--- src/rtl/fifo_pkg.sv ---
// Shared definitions for the FIFO read-side packer: accumulator state
// encoding, the default lane width and the byte-keep mask helper.
package fifo_pkg;

  localparam int unsigned DATA_W_DEF = 8;
  localparam int unsigned MAX_LANES  = 8;

  typedef enum logic [1:0] {
    S_FILL  = 2'd0,
    S_FULL  = 2'd1,
    S_FLUSH = 2'd2
  } acc_state_t;

  // Keep mask with the low 'cnt' lanes set; cnt >= MAX_LANES gives all ones.
  function automatic logic [MAX_LANES-1:0] mk_keep(input logic [3:0] cnt);
    logic [MAX_LANES-1:0] one;
    one = {{(MAX_LANES-1){1'b0}}, 1'b1};
    if (cnt >= 4'd8) begin
      return '1;
    end
    return (one << cnt) - one;
  endfunction

endpackage

--- src/rtl/fifo_out_reg.sv ---
// Valid/ready output holding register. A load is only issued while 'free'
// is high, so a held word is never overwritten before it is accepted.
module fifo_out_reg #(
  parameter int unsigned DATA_W = 32,
  parameter int unsigned KEEP_W = 4
) (
  input  logic              rclk,
  input  logic              rrst_n,
  input  logic              load,
  input  logic [DATA_W-1:0] in_data,
  input  logic [KEEP_W-1:0] in_keep,
  input  logic              out_ready,
  output logic              out_valid,
  output logic [DATA_W-1:0] out_data,
  output logic [KEEP_W-1:0] out_keep,
  output logic              free
);

  assign free = !out_valid || out_ready;

  // Hold the word until accepted; a load in the accept cycle replaces it.
  always_ff @(posedge rclk or negedge rrst_n) begin
    if (!rrst_n) begin
      out_valid <= 1'b0;
      out_data  <= '0;
      out_keep  <= '0;
    end else if (load) begin
      out_valid <= 1'b1;
      out_data  <= in_data;
      out_keep  <= in_keep;
    end else if (out_ready) begin
      out_valid <= 1'b0;
    end
  end

endmodule

--- src/rtl/fifo_read_packer.sv ---
// Read-domain FIFO consumer: pops bytes, packs BYTES_PER_WORD of them
// little-endian into one word and emits it on a valid/ready stream. A flush
// pulse emits the current partial word with a keep mask.
module fifo_read_packer
  import fifo_pkg::*;
#(
  parameter int unsigned DATA_W         = DATA_W_DEF,
  parameter int unsigned BYTES_PER_WORD = 4,
  parameter int unsigned READ_LATENCY   = 1
) (
  input  logic                             rclk,
  input  logic                             rrst_n,
  input  logic                             fifo_empty,
  output logic                             fifo_read_en,
  input  logic [DATA_W-1:0]                fifo_read_data,
  input  logic                             flush,
  output logic                             out_valid,
  input  logic                             out_ready,
  output logic [DATA_W*BYTES_PER_WORD-1:0] out_data,
  output logic [BYTES_PER_WORD-1:0]        out_keep,
  output logic                             busy
);

  localparam int unsigned N     = BYTES_PER_WORD;
  localparam int unsigned CW    = $clog2(N + 1);
  localparam int unsigned WW    = DATA_W * N;
  localparam logic [CW:0] N_EXT = (CW+1)'(N);

  if (READ_LATENCY != 1) begin : g_bad_latency
    $error("fifo_read_packer: READ_LATENCY must be 1");
  end
  if (BYTES_PER_WORD < 2 || BYTES_PER_WORD > MAX_LANES) begin : g_bad_lanes
    $error("fifo_read_packer: BYTES_PER_WORD must be 2..8");
  end

  acc_state_t              state_q, state_d;
  logic [CW-1:0]           cnt_q;
  logic                    inflight_q;
  logic                    flush_pend_q, flush_pend_d;
  logic [N-1:0][DATA_W-1:0] acc_q;
  logic                    load;
  logic                    out_free;
  logic [CW:0]             fill_lvl;
  logic [N-1:0]            keep_w;

  // Bytes held plus the one still arriving; bounds fetching to one word.
  assign fill_lvl     = {1'b0, cnt_q} + {{CW{1'b0}}, inflight_q};
  assign fifo_read_en = !fifo_empty && !flush_pend_q && (fill_lvl < N_EXT);
  assign keep_w       = N'(mk_keep(4'(cnt_q)));
  assign busy         = (cnt_q != '0) || inflight_q || flush_pend_q;

  // State and flush-pending registers.
  always_ff @(posedge rclk or negedge rrst_n) begin
    if (!rrst_n) begin
      state_q      <= S_FILL;
      flush_pend_q <= 1'b0;
    end else begin
      state_q      <= state_d;
      flush_pend_q <= flush_pend_d;
    end
  end

  // Next-state and load decision. A flush landing together with the final
  // byte, or arriving while full, is satisfied by the full-word load.
  always_comb begin
    state_d      = state_q;
    flush_pend_d = flush_pend_q;
    load         = 1'b0;
    case (state_q)
      S_FILL: begin
        if (flush) begin
          state_d      = S_FLUSH;
          flush_pend_d = 1'b1;
        end else if (inflight_q && (fill_lvl == N_EXT)) begin
          state_d = S_FULL;
        end
      end
      S_FULL: begin
        if (out_free) begin
          load         = 1'b1;
          state_d      = S_FILL;
          flush_pend_d = 1'b0;
        end else if (flush) begin
          flush_pend_d = 1'b1;
        end
      end
      S_FLUSH: begin
        if (!inflight_q) begin
          if (cnt_q == '0) begin
            state_d      = S_FILL;
            flush_pend_d = 1'b0;
          end else if (out_free) begin
            load         = 1'b1;
            state_d      = S_FILL;
            flush_pend_d = 1'b0;
          end
        end
      end
      default: begin
        state_d      = S_FILL;
        flush_pend_d = 1'b0;
      end
    endcase
  end

  // Pop tracking, byte capture into lane cnt, and clear on load.
  always_ff @(posedge rclk or negedge rrst_n) begin
    if (!rrst_n) begin
      inflight_q <= 1'b0;
      cnt_q      <= '0;
      acc_q      <= '0;
    end else begin
      inflight_q <= fifo_read_en;
      if (load) begin
        cnt_q <= '0;
        acc_q <= '0;
      end else if (inflight_q) begin
        for (int unsigned i = 0; i < N; i++) begin
          if (cnt_q == CW'(i)) begin
            acc_q[i] <= fifo_read_data;
          end
        end
        cnt_q <= cnt_q + CW'(1);
      end
    end
  end

  fifo_out_reg #(
    .DATA_W (WW),
    .KEEP_W (N)
  ) u_out_reg (
    .rclk      (rclk),
    .rrst_n    (rrst_n),
    .load      (load),
    .in_data   (acc_q),
    .in_keep   (keep_w),
    .out_ready (out_ready),
    .out_valid (out_valid),
    .out_data  (out_data),
    .out_keep  (out_keep),
    .free      (out_free)
  );

endmodule
--- config.mk ---
export PLATFORM = sky130hd
export DESIGN_NAME = fifo_read_packer
export DESIGN_NICKNAME = d
export VERILOG_FILES = /design/src/rtl/fifo_pkg.sv /design/src/rtl/fifo_out_reg.sv /design/src/rtl/fifo_read_packer.sv
export SDC_FILE = /design/constraint.sdc
export NUM_CORES = 1
export LEC_CHECK = 0
export ABC_AREA = 1
export BUFFER_PORTS_ARGS = -buffer_cell sky130_fd_sc_hd__buf_2
export CAP_MARGIN = 15
export CORE_MARGIN = 4
export CORE_UTILIZATION = 50
export CTS_CLUSTER_DIAMETER = 30
export DETAILED_ROUTE_END_ITERATION = 7
export PLACE_DENSITY = 0.72
export RECOVER_POWER = 50
export SYNTH_ARGS = -nofsm -noshare
export SYNTH_HDL_FRONTEND = slang
export SYNTH_SLANG_ARGS = --single-unit
--- constraint.sdc ---
create_clock -name rclk -period 2.6 [get_ports rclk]
set_input_delay 0.13 -clock rclk [delete_from_list [all_inputs] [get_ports rclk]]
set_output_delay 0.13 -clock rclk [all_outputs]
set_load 0.005 [all_outputs]
# Word-level counts from Yosys, hierarchy flattened
# Cells that the tools add are included.
# totals
regBits	76
input_bits	13
out_inout_bits	39
wordCells	75
# op_classes
add_sub_neg	3
n_lt_le_gt_ge	1
n_eq_ne	9
shifts	1
mux	26
reduce_logical	24
# ops
cell	n
$mux W32	2
$mux W8	4
$reduce_and A2 Y1	6
$reduce_bool A2 Y1	6
$mux W1	10
$mux W2	5
$eq A3 B2 Y1 const B	2
$mux W3	2
$ne A3 B3 Y1 const B	2
$pmux W2 S3	1
$add A3 B1 Y4	1
$eq A4 B3 Y1 const B	1
$lt A4 B3 Y1 const B	1
$shl A1 B3 Y4 const A	1
$sub A4 B1 Y4 const B	1
$add A3 B1 Y3 const B	1
$eq A3 B1 Y1 const B	1
$logic_and A1 B1 Y1	3
$logic_not A1 Y1	3
$logic_not A3 Y1	1
$logic_or A1 B1 Y1	3
$pmux W1 S3	1
$reduce_bool A3 Y1	1
$eq A2 B1 Y1 const B	1
other kinds (4)	4

# Logic depth before layout (Yosys ltp)
# Gate-level depths: netlist (run 1).
# logic_depth
ltp_word	8
depth_mapped	10
mapped_depth_nobuf	10

# Modules after synthesis
# Synthesis (run 1) repeated with hierarchy kept, for this count alone.
# hier_totals
cells_unflattened	390
area_unflattened_um2	3385.7
# modules_own_cells
mod	instances	cells_per_inst	area_each_um2	seq_area_each_um2
fifo_read_packer	1	234	1938.1	975.9
fifo_out_reg	1	156	1447.6	925.9

# Worst setup path before layout (run 1)
# Ideal clock, no wire load.
# synth_timing
path_kind	register -> register
start	register cnt_q[1]
end	register u_out_reg.out_data[27]
setup_ps	130
arrival_time_ps	1438
t_required_ps	2470
path_slack_ps	1032
stages_incl_launch_ff	11
n_path_buf	2
period_less_slack_ps	1568
cell_sequence	dfrtp_1 > inv_1 > ha_1 > nand2_4 > nand2_1 > o21ai_2 > nand2_2 > buf_6 > buf_6 > nand2_1 > o21ai_1
# synth_between
elab_chain_cells	4
# synth_lines
element	line	source
from (decl)	fifo_read_packer.sv:37	logic [CW-1:0] cnt_q;
from (signal assigned)	fifo_read_packer.sv:123	cnt_q <= cnt_q + CW'(1);
$logic_not A3 Y1	fifo_read_packer.sv:89	if (cnt_q == '0) begin
$mux W1	fifo_read_packer.sv:89	
$mux W1	fifo_read_packer.sv:88	if (!inflight_q) begin
$pmux W1 S2	fifo_read_packer.sv:69	case (state_q)
to (signal assigned)	fifo_out_reg.sv:29	out_data <= in_data;
to (decl)	fifo_out_reg.sv:14	output logic [DATA_W-1:0] out_data,
# Every way passes these cells.
# A chain may end at the register's enable or synchronous reset.

# Worst setup path in the final report (run 1)
# layout_timing
start	register cnt_q[1]
end	register acc_q[21] (netlist bit)
# layout_between
elab_chain_cells	6
elab_cells_between_ends	9
cone_classes	eq/ne (1); mux (4); reduce/logical (4)
# layout_lines
element	line	source
$logic_not A3 Y1	fifo_read_packer.sv:89	
$mux W1	fifo_read_packer.sv:89	
$mux W1	fifo_read_packer.sv:88	
$pmux W1 S2	fifo_read_packer.sv:69	
$reduce_bool A2 Y1 (no line)	n/a	
$reduce_and A2 Y1 (no line)	n/a	
to (signal, indexed assignment)	fifo_read_packer.sv:120	acc_q[i] <= fifo_read_data;
to (decl)	fifo_read_packer.sv:40	logic [N-1:0][DATA_W-1:0] acc_q;
# Parallel ways exist; a longest one is shown, timed or not.

==> results summary, run 1 <==
The synthesized area per cell is 9.519 um^2. In this run the worst path has a maximum fanout of 61. For this design the static power due to leakage is 1.893 nW. The most frequent cell on the critical path is sky130_fd_sc_hd__nand2_4. The initial standard-cell utilization of the core is 51.72%.

The H-tree depth is 3. On the worst path, the slowest cell contributes a delay of 0.45 ns. In this run, the number of DRC markers left after iteration 0 of detailed routing was 131. Ranked by instance count, the synthesized netlist is headed by sky130_fd_sc_hd__dfrtp_1 (76), sky130_fd_sc_hd__o21ai_1 (58), sky130_fd_sc_hd__nand2_1 (55). The fraction of final layout cells sized beyond drive strength 1 came out at 18.56%. The total core area came out at 6386 um^2.

The flow ran to the end, but the final reports show violations. The total area of sequential cells came out at 1902 um^2. Grouping stages by cell kind, the critical path spends the most delay in simple AND/OR/NAND/NOR gates. The cell area after synthesis is 3303 um^2. The worst setup skew after layout is 0.007645 ns.

The relative slew slack is -20.72%. The via density per instance is 5.121. TritonCTS built the clock tree.

Once the clock tree was built, the setup fixing pass inserted 0 buffers. The required time reported for the critical path endpoint came out at 2.82 ns. For the finished layout, the period the worst path requires is 2.194 ns.

Setup violations remaining at the end of the flow were counted as 0. The total number of vias came out at 2463. Yosys mapped a number of flops with a built-in enable equal to 0. The die covers 7971 um^2. The number of global-route vias before repair came out at 2361. Of the post-synthesis cell area, the dominant cell type holds 57.58%. The path class of the tightest hold or removal check is input pin to flop. The number of filler instances in the final layout came out at 583.

The total overflow left after global routing is 0. The final reports fail on max-capacitance violations, max-slew violations. The synthesized netlist net count came out at 371. In this run, synthesis produced a sequential element count of 76. The clock drives 76 sinks. The fraction of registers with async set or reset after synthesis is 100.0%. On the critical path, the stage with the largest delay is an instance of sky130_fd_sc_hd__dfrtp_1. Adding up every negative setup slack in the final design gives 0 ns. The warning count from the yosys run is 0. The total power density per cell area came out at 1148 nW/um^2.

The global router's overall resource usage is 19.30%. The worst setup path is of the flop to flop kind. The tool flagged a number of max-cap violations equal to 1. The die extent in x is 89.28 um.

The first global-routing pass estimated 11590 um of wire. The fmax came out at 455.9 MHz. The worst-case vdd ir drop came out at 639.4 uV. The number of standard cells after synthesis came out at 347.

The final max-slew violation count is 77. Summed over all nets, the half-perimeter wirelength after detailed placement is 4581 um. The synthesis-to-finish area growth came out at 13.94%.

The final hold violation count came out at 0. The distinct cell type count after synthesis came out at 23. The clock input transition at the sequential cells of the worst setup and hold paths came out at 0.07 ns.

The sequential element share of the synthesized area came out at 57.58%. For this run, the leading register cell type out of synthesis is sky130_fd_sc_hd__dfrtp_1. The synthesized netlist devotes 12.46% of its cell area to compound gates. After synthesis, the largest family of logic cells by area is simple AND/OR/NAND/NOR gates. The root buffer cell chosen for the clock tree is sky130_fd_sc_hd__clkbuf_8. 0 antenna diodes ended up in the layout. The number of CTS-inserted buffers is 9. The first-pass iteration count of the detailed router came out at 5. STA classifies the critical path startpoint as a flop. The final weighted congestion in routability-driven placement came out at 0.8369.

The largest area contributor in the synthesized netlist is sky130_fd_sc_hd__dfrtp_1. Setup repair after global routing left no endpoint under its margin. After Yosys synthesis, and, or, nand and nor cells account for 16.02% of the synthesized area. The final critical path takes up 84.37% of the cycle. Yosys instantiated no cell more often than sky130_fd_sc_hd__dfrtp_1.

The worst-margin pin slew came out at 1.811 ns. The maximum number of pins on one net before global-route repair is 77. In this run the count of I/O pins placed on the die edge is 52.

The number of antenna violations at the first check in global routing came out at 0. The total wire length is 6742 um. The source-to-sink clock delay at the later pin of the worst-skew pair came out at 0.34 ns. The mean routed wirelength per cell came out at 14.02 um. The final net count is 425. The combined area of the multi-input logic cells came out at 1101 um^2.

The largest buffer count on any clock path is 2. Of the post-synthesis cell area, the part taken by muxes is 0%. STA classifies the critical path endpoint as a flop. Summing internal, switching and leakage power gives 4.321 mW. The row count is 29.

The xor and xnor area share after synthesis is 0.5303%. Port buffering added 51 buffers. The DRC violation count after routing came out at 0. The die is 89.28 um tall.

In this run, post-CTS repair resized a total of 0 instances. Traced cell by cell, the critical path runs through inv_1 -> ha_1 -> nand2_4 -> nand2_1 -> o21ai_2 -> nand2_4 -> buf_4 -> nand3_1 -> o21ai_0. The count of buffering cells on the critical path with inverters included is 2. The detail route stage leaves a number of antenna-violating nets equal to 0. Yosys attributes the largest share of cell area to sky130_fd_sc_hd__dfrtp_1 (58%), sky130_fd_sc_hd__o21ai_1 (8.8%), sky130_fd_sc_hd__nand3_1 (6.8%). The synthesized netlist devotes 4.167% of its cell area to adder and majority cells. Data on the critical path arrives at its endpoint at 2.42 ns.
[per-layer routing]
layer | vias to the layer above | wire length, um | global-route usage (%) | part of all wire, %
met5 | - | 0 | 0 | 0
met2 | 55 | 3079 | 28.94 | 46
met4 | 0 | 137 | 8.931 | 2.0
met1 | 1166 | 3198 | 27.48 | 47
met3 | 11 | 326 | 3.318 | 4.8
li1 | 1231 | - | - | -
[power by group]
group	internal (mW)	switching (mW)	leakage, nW
sequential	1.63	0.207	1.01
clock	0.484	0.404	0.0983
combinational	0.569	1.03	0.785
[registers in the layout, indices dropped and copies added, names as in the netlist]
register	cells
acc_q	32
u_out_reg.out_data	32
u_out_reg.out_keep	4
cnt_q	3
state_q	2
flush_pend_q	1
inflight_q	1
u_out_reg.out_valid	1
[worst paths after layout]
path,start,endpoint,slack [ns],cells after the start
max in group asynchronous,rrst_n,acc_q[15]$_DFFE_PN0P_,1.18,2
hold / removal,out_ready,u_out_reg.out_valid$_DFFE_PN0P_,0.02,2
min in group asynchronous,rrst_n,u_out_reg.out_data[11]$_DFFE_PN0P_,0.36,2
hold reg to reg,u_out_reg.out_data[2]$_DFFE_PN0P_,u_out_reg.out_data[2]$_DFFE_PN0P_,0.48,2
setup reg to reg,cnt_q[1]$_DFFE_PN0P_,acc_q[21]$_DFFE_PN0P_,0.41,9
setup / recovery,cnt_q[1]$_DFFE_PN0P_,acc_q[21]$_DFFE_PN0P_,0.41,9
[cell type report]
class / count / share of cell area (%)
repair buffers: 56 / 7.513
clock inverters: 2 / 0.9309
clock buffers: 12 / 4.122
flip-flops and latches: 76 / 50.53
well taps: 77 / 2.560
multi-input cells: 207 / 29.26
inverters: 51 / 5.086
[cell usage in the layout, fill, tap and decap left out, drive strengths merged]
cell type    count
nand2           61
o21ai           75
clkinv           1
clkbuf          21
nor3             2
ha              11
xor2             1
inv             51
nor2             6
nand3           45
dlygate4sd3      1
buf             46
nand3b           1
bufinv           1
xnor2            1
a21oi            2
nand4            2
dfrtp           76
[metrics by stage]
stage          worst slack [ns]  instance area (um^2)  hold slack [ns]  utilization (%)  instances
2_1_floorplan             1.032                  3303          -0.1656                -        347
5_1_grt                  0.2428                  3764          0.03239            58.93        481
3_3_place_gp             0.5706                  3576           0.3031            56.00        466
4_1_cts                  0.4187                  3776          0.01047            59.13        481
6_report                 0.4063                  3764          0.01529            58.93        481
3_5_place_dp             0.4462                  3576           0.3030            56.00        466
[cell families after synthesis]
logic type | count (synthesis)
xor+xnor | 2
compound gates | 77
fa+ha+maj | 11
buf+inv | 64
flops | 76
simple gates | 117
[worst register-to-register path, delay by kind of cell (launching register included)]
kind,cells,cell delay [ns]
AO/OA/AOI/OAI,2,0.26
adder cells (fa/ha/maj),1,0.22
AND/OR/NAND/NOR,4,0.65
buffers and inverters,2,0.50
flip-flops,1,0.45
[repair_timing]
item / CTS / global route
hold buffers: 1 / 0
endpoints found under the setup margin: 0 / 0
hold endpoints to repair: 1 / 0
No activity file was read; power rests on OpenSTA's default activity.
==> run 2, diff against run 1 <==
--- a/config.mk
+++ b/config.mk
@@ -12,7 +12,7 @@
 export CORE_UTILIZATION = 50
 export CTS_CLUSTER_DIAMETER = 30
 export DETAILED_ROUTE_END_ITERATION = 7
-export PLACE_DENSITY = 0.72
+export PLACE_DENSITY = 0.75
 export RECOVER_POWER = 50
 export SYNTH_ARGS = -nofsm -noshare
 export SYNTH_HDL_FRONTEND = slang
==> constraint.sdc (replaced) <==
create_clock -name rclk -period 1.9 [get_ports rclk]
set_input_delay 0.095 -clock rclk [delete_from_list [all_inputs] [get_ports rclk]]
set_output_delay 0.095 -clock rclk [all_outputs]
set_load 0.005 [all_outputs]
==> run 2 against run 1 <==
Effect of this change: the flow now finishes without violations; count of clock-buffer cells in the layout shrank 1; clock skew is essentially flat; global-route usage shrank 0.85 points; core utilization grew 2.6 points; via count grew 1.3%; cell count grew 3.3%; critical path type is now flop to output port; critical endpoint is now fifo_read_en.
==> results summary, run 2 (synthesis results as in run 1) <==
In this design, the stage delay of the slowest critical-path cell is 0.38 ns. Across all register-to-register paths, the minimum setup slack is 0.13 ns. The global router's overall resource usage is 18.45%. During I/O placement, the number of pins put on the boundary was 52.

The count of endpoints failing setup in the final report came out at 0. The slowest stage of the critical path belongs to the cell sky130_fd_sc_hd__dfrtp_1. The clock input transition at the sequential cells of the worst setup and hold paths is 0.08 ns.

Power spread over the standard cell area amounts to 1568 nW/um^2. The fmax came out at 543.8 MHz. The number of input and output port buffers inserted came out at 51. Clock latency on the worst-skew pair, taken at its later pin, is 0.34 ns. Using the TritonRoute via totals, the vias-per-cell ratio works out to 5.020. The worst-margin pin slew came out at 0.9998 ns. The first detailed-routing pass ran for 4 iterations.

Global routing finished with a remaining overflow of 0. The flow ran to the end, and the final reports show no timing, DRC or antenna violations. Data arrives at the worst endpoint at 1.74 ns. The setup slack at placement is 0.1135 ns. The final weighted congestion in routability-driven placement is 0.8640. The most frequent standard cell in the layout excluding fill and tap cells is sky130_fd_sc_hd__dfrtp_1.

The tightest min-delay check is of the input pin to flop type. The floorplan die area is 7971 um^2. The number of filler instances in the final layout came out at 573. The wire length of the first global-routing pass came out at 11250 um.

The row count came out at 29. The maximum number of pins on one net before global-route repair is 77. For this run, design rule violations remaining after detail routing come to 0.

STA classifies the critical path endpoint as an output port. The number of antenna violations at the first check in global routing was 0. The number of CTS-inserted buffers came out at 9.

The die extent in x is 89.28 um. The number of global-route vias before repair is 2410. The detailed router's first-iteration violation count came out at 125. The time the worst path needs with I/O delays and setup is 1.839 ns.

TritonCTS built the clock tree. Clock tree synthesis found a total of 76 sinks. The type of the setup path with the least slack is flop to output port. The final net count is 439. In this run the worst path has a maximum fanout of 3. The relative slew slack is 33.35%. The final max-slew violation count came out at 0. The leakage power total is 1.966 nW. The mean routed wirelength per cell came out at 13.48 um. The worst setup skew after layout is 0.008114 ns.

The final hold violation count is 0. The synthesis-to-finish area growth came out at 19.02%. The top cell types in the final layout, fill and taps aside, are sky130_fd_sc_hd__dfrtp_1 (76), sky130_fd_sc_hd__o21ai_1 (58), sky130_fd_sc_hd__nand2_1 (54). In this run the clock root is driven by a sky130_fd_sc_hd__clkbuf_8. The fraction of final layout cells sized beyond drive strength 1 is 22.62%.

The die extent in y is 89.28 um. The total wire length came out at 6698 um. For the worst setup path, the data required time is 1.80 ns. The H-tree depth came out at 3. The type of origin of the critical path is a flop. The core region is 6386 um^2. The antenna diode count came out at 0. The worst-case vdd ir drop came out at 923.5 uV. The post-route total power is 6.163 mW. The largest buffer count on any clock path is 2. The reported max-cap violation count is 0. The initial utilization of the core area, before any placement, comes to 51.72%. The portion of the clock cycle consumed by the worst path in the final layout is 96.78%. The routed layout has 2495 vias.

The remaining antenna violation count after routing is 0. Traced cell by cell, the critical path runs through buf_4 -> ha_1 -> ha_2 -> nand2_1 -> nand2_2 -> nor3_2 -> buf_2. The estimated wirelength of the detail-placed design is 4672 um. Once routing completed, OpenROAD measured the worst setup slack at 0.06111 ns. In the final layout, the registers with the most flip-flops are acc_q: 32 flops, u_out_reg.out_data: 32 flops, u_out_reg.out_keep: 4 flops.
==> run 2: cell count changes in the layout (fill, tap and decap cells not counted), moves of 2 or more <==
cell	before	now
sky130_fd_sc_hd__dlygate4sd3_1	1	3
sky130_fd_sc_hd__buf_4	3	14
sky130_fd_sc_hd__clkbuf_1	9	6
sky130_fd_sc_hd__clkinvlp_4	0	2
==> run 2: per-layer routing <==
layer / vias up / share of wire [%] / global-route usage (%)
met5: - / 0 / 0
met4: 0 / 1.6 / 6.089
met3: 13 / 4.2 / 3.134
met2: 57 / 47 / 29.67
met1: 1156 / 47 / 25.57
li1: 1269 / - / -
==> run 2: final timing paths <==
check / to / start / cells past startpoint
setup / recovery: fifo_read_en / cnt_q[0]$_DFFE_PN0P_ / 7
hold / removal: flush_pend_q$_DFFE_PN0P_ / flush / 3
setup reg to reg: acc_q[18]$_DFFE_PN0P_ / cnt_q[0]$_DFFE_PN0P_ / 9
hold reg to reg: u_out_reg.out_keep[1]$_DFFE_PN0P_ / u_out_reg.out_keep[1]$_DFFE_PN0P_ / 2
max in group asynchronous: cnt_q[0]$_DFFE_PN0P_ / rrst_n / 3
min in group asynchronous: u_out_reg.out_data[10]$_DFFE_PN0P_ / rrst_n / 3
==> run 2: what timing repair did <==
item,CTS,global route
buffers inserted,0,0
hold buffers,3,0
endpoints found under the hold margin,78,0
endpoints found under the setup margin,0,3
resized for setup,0,5
==> run 2: area by class of cell <==
class / instances / area (um^2) / share of cell area, %
Timing Repair Buffer: 70 / 409.1 / 10.41
Clock inverter: 5 / 58.81 / 1.496
Tap cell: 77 / 96.34 / 2.451
Inverter: 51 / 191.4 / 4.870
Multi-Input combinational cell: 207 / 1122 / 28.55
Sequential cell: 76 / 1902 / 48.38
Clock buffer: 11 / 151.4 / 3.851
==> run 2: critical path: cells and delay by family, from the launching register on <==
family | cells | cell delay (ns)
adders and majority gates | 2 | 0.39
DFF | 1 | 0.38
and+or+nand+nor | 3 | 0.34
buffers and inverters | 2 | 0.30
==> run 2: power breakdown <==
part           internal (mW)  switching [mW]
Sequential              2.22           0.234
Clock                  0.681           0.590
Combinational          0.936            1.50
Total                   3.84            2.32
==> run 2: stage by stage <==
stage | TNS, ns | hold WS, ns | cells | utilization [%] | instance area [um^2]
6_report | 0 | 0.04456 | 497 | 61.56 | 3931
5_1_grt | -0.04020 | 0.05510 | 497 | 61.56 | 3931
4_1_cts | 0 | 0.04150 | 497 | 61.56 | 3931
3_5_place_dp | 0 | 0.1567 | 478 | 57.80 | 3691
3_3_place_gp | 0 | 0.1567 | 478 | 57.80 | 3691
2_1_floorplan | 0 | -0.2006 | 347 | - | 3303
==> run 3, diff against run 2 <==
--- a/config.mk
+++ b/config.mk
@@ -5,7 +5,6 @@
 export SDC_FILE = /design/constraint.sdc
 export NUM_CORES = 1
 export LEC_CHECK = 0
-export ABC_AREA = 1
 export BUFFER_PORTS_ARGS = -buffer_cell sky130_fd_sc_hd__buf_2
 export CAP_MARGIN = 15
 export CORE_MARGIN = 4
==> run 3 against run 2 <==
Effect of this change: the flow now finishes with violations (negative setup slack); hold slack got worse by 0.020 ns; routed wire length is 13% higher; via count fell by 3.2%; sequential power up 9.3%; setup slack got worse by 0.067 ns; global-route usage grew 2.3 points; largest power group is now combinational logic; highest routed layer unchanged.
==> results summary, run 3 <==
The clock sink total came out at 76. The final max-slew violation count is 0. The synthesized area per cell came out at 11.73 um^2. The synthesis-to-finish area growth came out at 28.67%. The die extent in y came out at 89.50 um. Setup repair after global routing could not meet its margin everywhere.

The startpoint of the tightest hold check path is fifo_read_data[6]. Combinational logic burns 42.4% of the power. The detailed router's first-iteration violation count came out at 180. The tree is rooted in a sky130_fd_sc_hd__clkbuf_8.

In the layout the commonest cells are sky130_fd_sc_hd__dfrtp_1 (76), sky130_fd_sc_hd__buf_2 (43), sky130_fd_sc_hd__nand2_1 (31). The reported max-cap violation count is 0. STA classifies the critical path startpoint as a flop. The number of input and output port buffers inserted is 51. The total core area is 6386 um^2.

The required time reported for the critical path endpoint is 2.20 ns. The checks that failed: negative setup slack. The worst hold path belongs to the class input pin to flop. The H-tree depth came out at 3.

The worst hold path terminates at acc_q[14]$_DFFE_PN0P_. The total wire length is 7540 um. The fraction of registers with async set or reset after synthesis came out at 100.0%. The worst-case vdd ir drop came out at 837.4 uV. The warning count from the yosys run came out at 0. The worst hold path passes through 3 cells. The worst setup slack after layout came out at -0.005828 ns. The analysis attributes to cell leakage a power of 2.181 nW. The total overflow reported by the global router is 0. The cell area after synthesis is 3321 um^2. Of the available clock period, the critical path in the final layout requires 100.3%.

In this run the count of I/O pins placed on the die edge is 52. The clock input transition at the sequential cells of the worst setup and hold paths came out at 0.08 ns. Synthesis inferred 76 register bits.

The most used standard cell by instance count after synthesis is sky130_fd_sc_hd__dfrtp_1. The flow ran to the end, but the final reports show violations. The type of the setup path with the least slack is flop to flop. The top flip-flop cell by instance count after synthesis is sky130_fd_sc_hd__dfrtp_1. The distinct cell type count after synthesis is 36. The remaining antenna violation count after routing came out at 0. The cell count of the worst reg-to-reg path is 5. Data on the critical path arrives at its endpoint at 2.20 ns. The synthesized netlist net count is 307.

For flop-to-flop paths, the worst setup slack is -0.006 ns. The first-pass iteration count of the detailed router came out at 4. The largest area contributor in the synthesized netlist is sky130_fd_sc_hd__dfrtp_1. The number of standard cells after synthesis is 283. In the final layout, the share of cells above drive strength 1 is 33.60%.

The count of endpoints failing setup in the final report came out at 1. The largest single stage delay on the critical path is 0.50 ns. The power share of the sequential group is 39.0%. The net switching component of the power is 2.401 mW.

The total number of vias is 2416. The worst setup path is captured at a flop. The final hold violation count came to 0. The signal on the critical path passes through ha_4 -> ha_4 -> or4_4 -> or4_4 -> nand3_2. At the later pin of the worst-skew pair, clock insertion delay measures 0.36 ns.

The wire length of the first global-routing pass came out at 12380 um. The proportion of netlist area held by the largest area contributor is 57.27%. The number of flops mapped to enable cells by yosys is 0. The cell-internal power is 4.503 mW. No sink is reached through more buffers than the 2 on the longest clock path. The number of CTS-inserted buffers is 9. TritonCTS built the clock tree. The share of the core filled with cells in the final layout came out at 66.91%. The total power density per cell area is 1616 nW/um^2. Global routing used 33.89% of the available met2 tracks. The slowest stage of the critical path belongs to the cell sky130_fd_sc_hd__or4_4. The post-route total power came out at 6.904 mW. The net count of the finished layout is 388. The largest registers in the layout are acc_q: 32 flops, u_out_reg.out_data: 32 flops, u_out_reg.out_keep: 4 flops. The number of global-route vias before repair came out at 2525. The initial standard-cell utilization of the core came out at 52.00%. Leaving out fill and tap cells, the most frequent cell in the layout is sky130_fd_sc_hd__dfrtp_1.

The part of the power in the clock network is 18.6%. The count of buffering cells on the critical path with inverters included came out at 0. The destination of the worst register-to-register timing path is state_q[0]$_DFFE_PN0P_. In the global route stage, met1 resource usage came out at 27.09%. The sequential element share of the synthesized area is 57.27%.

By area the synthesized netlist is led by sky130_fd_sc_hd__dfrtp_1 (57%), sky130_fd_sc_hd__mux2_1 (12%), sky130_fd_sc_hd__nand3_1 (4.4%). The antenna diode count came out at 0. The fmax came out at 524.7 MHz.

After legalization and detailed placement, the total HPWL measured 4799 um. The die extent in x came out at 89.50 um. Counting I/O delays and the setup requirement, the final critical path takes 1.906 ns. The DRC violation count after routing is 0. For this run, the total global-route usage over all layers was measured as 20.80%.

The row count came out at 29. The via density per instance is 5.417. The relative slew slack came out at 49.92%. After synthesis, the most frequently instantiated cells are sky130_fd_sc_hd__dfrtp_1 (76), sky130_fd_sc_hd__mux2_1 (36), sky130_fd_sc_hd__nand2_1 (31). The floorplan die area came out at 8009 um^2. The final weighted congestion in routability-driven placement is 0.8041. The maximum fanout encountered on the critical timing path came out at 3. The maximum number of pins on one net before global-route repair is 65.

The layer flagged by global routing as most heavily used is met2. The net switching share of the total power came out at 34.78%. The number of antenna violations at the first check in global routing is 0. The largest delay contributor family on the critical path is simple AND/OR/NAND/NOR gates.

The worst setup skew after layout is 0.007682 ns. The mean routed wirelength per cell came out at 16.91 um. The filler cells instantiated in the layout total 487. The launch point of the worst reg-to-reg path is cnt_q[0]$_DFFE_PN0P_. The met3 track demand over resource is 4.885%. At the pin with the least slew margin, the transition time is 0.7512 ns.
-- run 3: layer usage --
metal | vias to the layer above | wire length (um)
met4 | 0 | 160
li1 | 1145 | -
met2 | 57 | 3775
met1 | 1199 | 3233
met5 | - | 0
met3 | 15 | 372
-- run 3: worst reg2reg max path, delay by kind of cell (launching register included) --
kind          cells  cell delay [ns]
fa+ha+maj         2             0.40
flops             1             0.44
simple gates      3             1.01
-- run 3: how the worst max path moves through the flow --
| stage | to | from | cells past startpoint |
|---|---|---|---|
| floorplan | u_out_reg.out_data[29]$_DFFE_PN0P_ | cnt_q[1]$_DFFE_PN0P_ | 7 |
| global placement | state_q[0]$_DFFE_PN0P_ | cnt_q[0]$_DFFE_PN0P_ | 5 |
| detailed placement | state_q[0]$_DFFE_PN0P_ | cnt_q[0]$_DFFE_PN0P_ | 5 |
| CTS | fifo_read_en | cnt_q[0]$_DFFE_PN0P_ | 5 |
| global route | state_q[0]$_DFFE_PN0P_ | cnt_q[0]$_DFFE_PN0P_ | 5 |
| finish | state_q[0]$_DFFE_PN0P_ | cnt_q[0]$_DFFE_PN0P_ | 5 |
-- run 3: cell families (layout without fill, tap and decap cells) --
family	count (synthesis)	after routing	share of synthesized area, %
and+or+nand+nor	86	86	12.10
adders and majority gates	11	11	4.145
buffers and inverters	23	109	3.429
AOI/OAI and AO/OA	38	38	7.008
DFF	76	76	57.27
muxes	46	46	15.26
xor gates and xnor gates	3	3	0.7914
-- run 3: area by class of cell --
class,instances,area (um^2),area share (%)
clock buffer,10,137.6,3.221
timing repair buffer,85,595.6,13.94
clock inverter,6,70.07,1.640
sequential,76,1902,44.51
multi-input combinational,184,1436,33.62
inverter,8,35.03,0.8199
tap,77,96.34,2.255
-- run 3: what timing repair did --
item | 4_1_cts | 5_1_grt
hold buffers | 2 | 0
endpoints found under the hold margin | 47 | 0
cloned | 4 | 0
setup buffers | 7 | 2
pin swaps | 5 | 3
gates resized for setup | 8 | 24
setup endpoints to repair | 2 | 22
-- run 3: metrics by stage --
step	area (um^2)	cells	TNS (ns)	hold WS, ns	setup WS, ns
after global routing	4273	446	-0.02497	0.04313	-0.02171
after floorplan	3338	283	-0.009999	-0.2006	-0.005000
after CTS	4269	447	0	0.01375	0.001044
after global placement	3811	418	0	0.0003605	0.01302
final	4273	446	-0.005828	0.02505	-0.005828
after detailed placement	3811	418	-0.03805	0.003348	-0.03805
-- run 3: power groups by stage --
stage	logic [mW]	registers [mW]	clock network, mW
finish	2.93	2.69	1.28
global placement	2.30	2.66	0
global route	3.23	2.78	1.38
detailed placement	2.37	2.69	0
CTS	2.88	2.66	1.31
floorplan	1.44	2.63	0
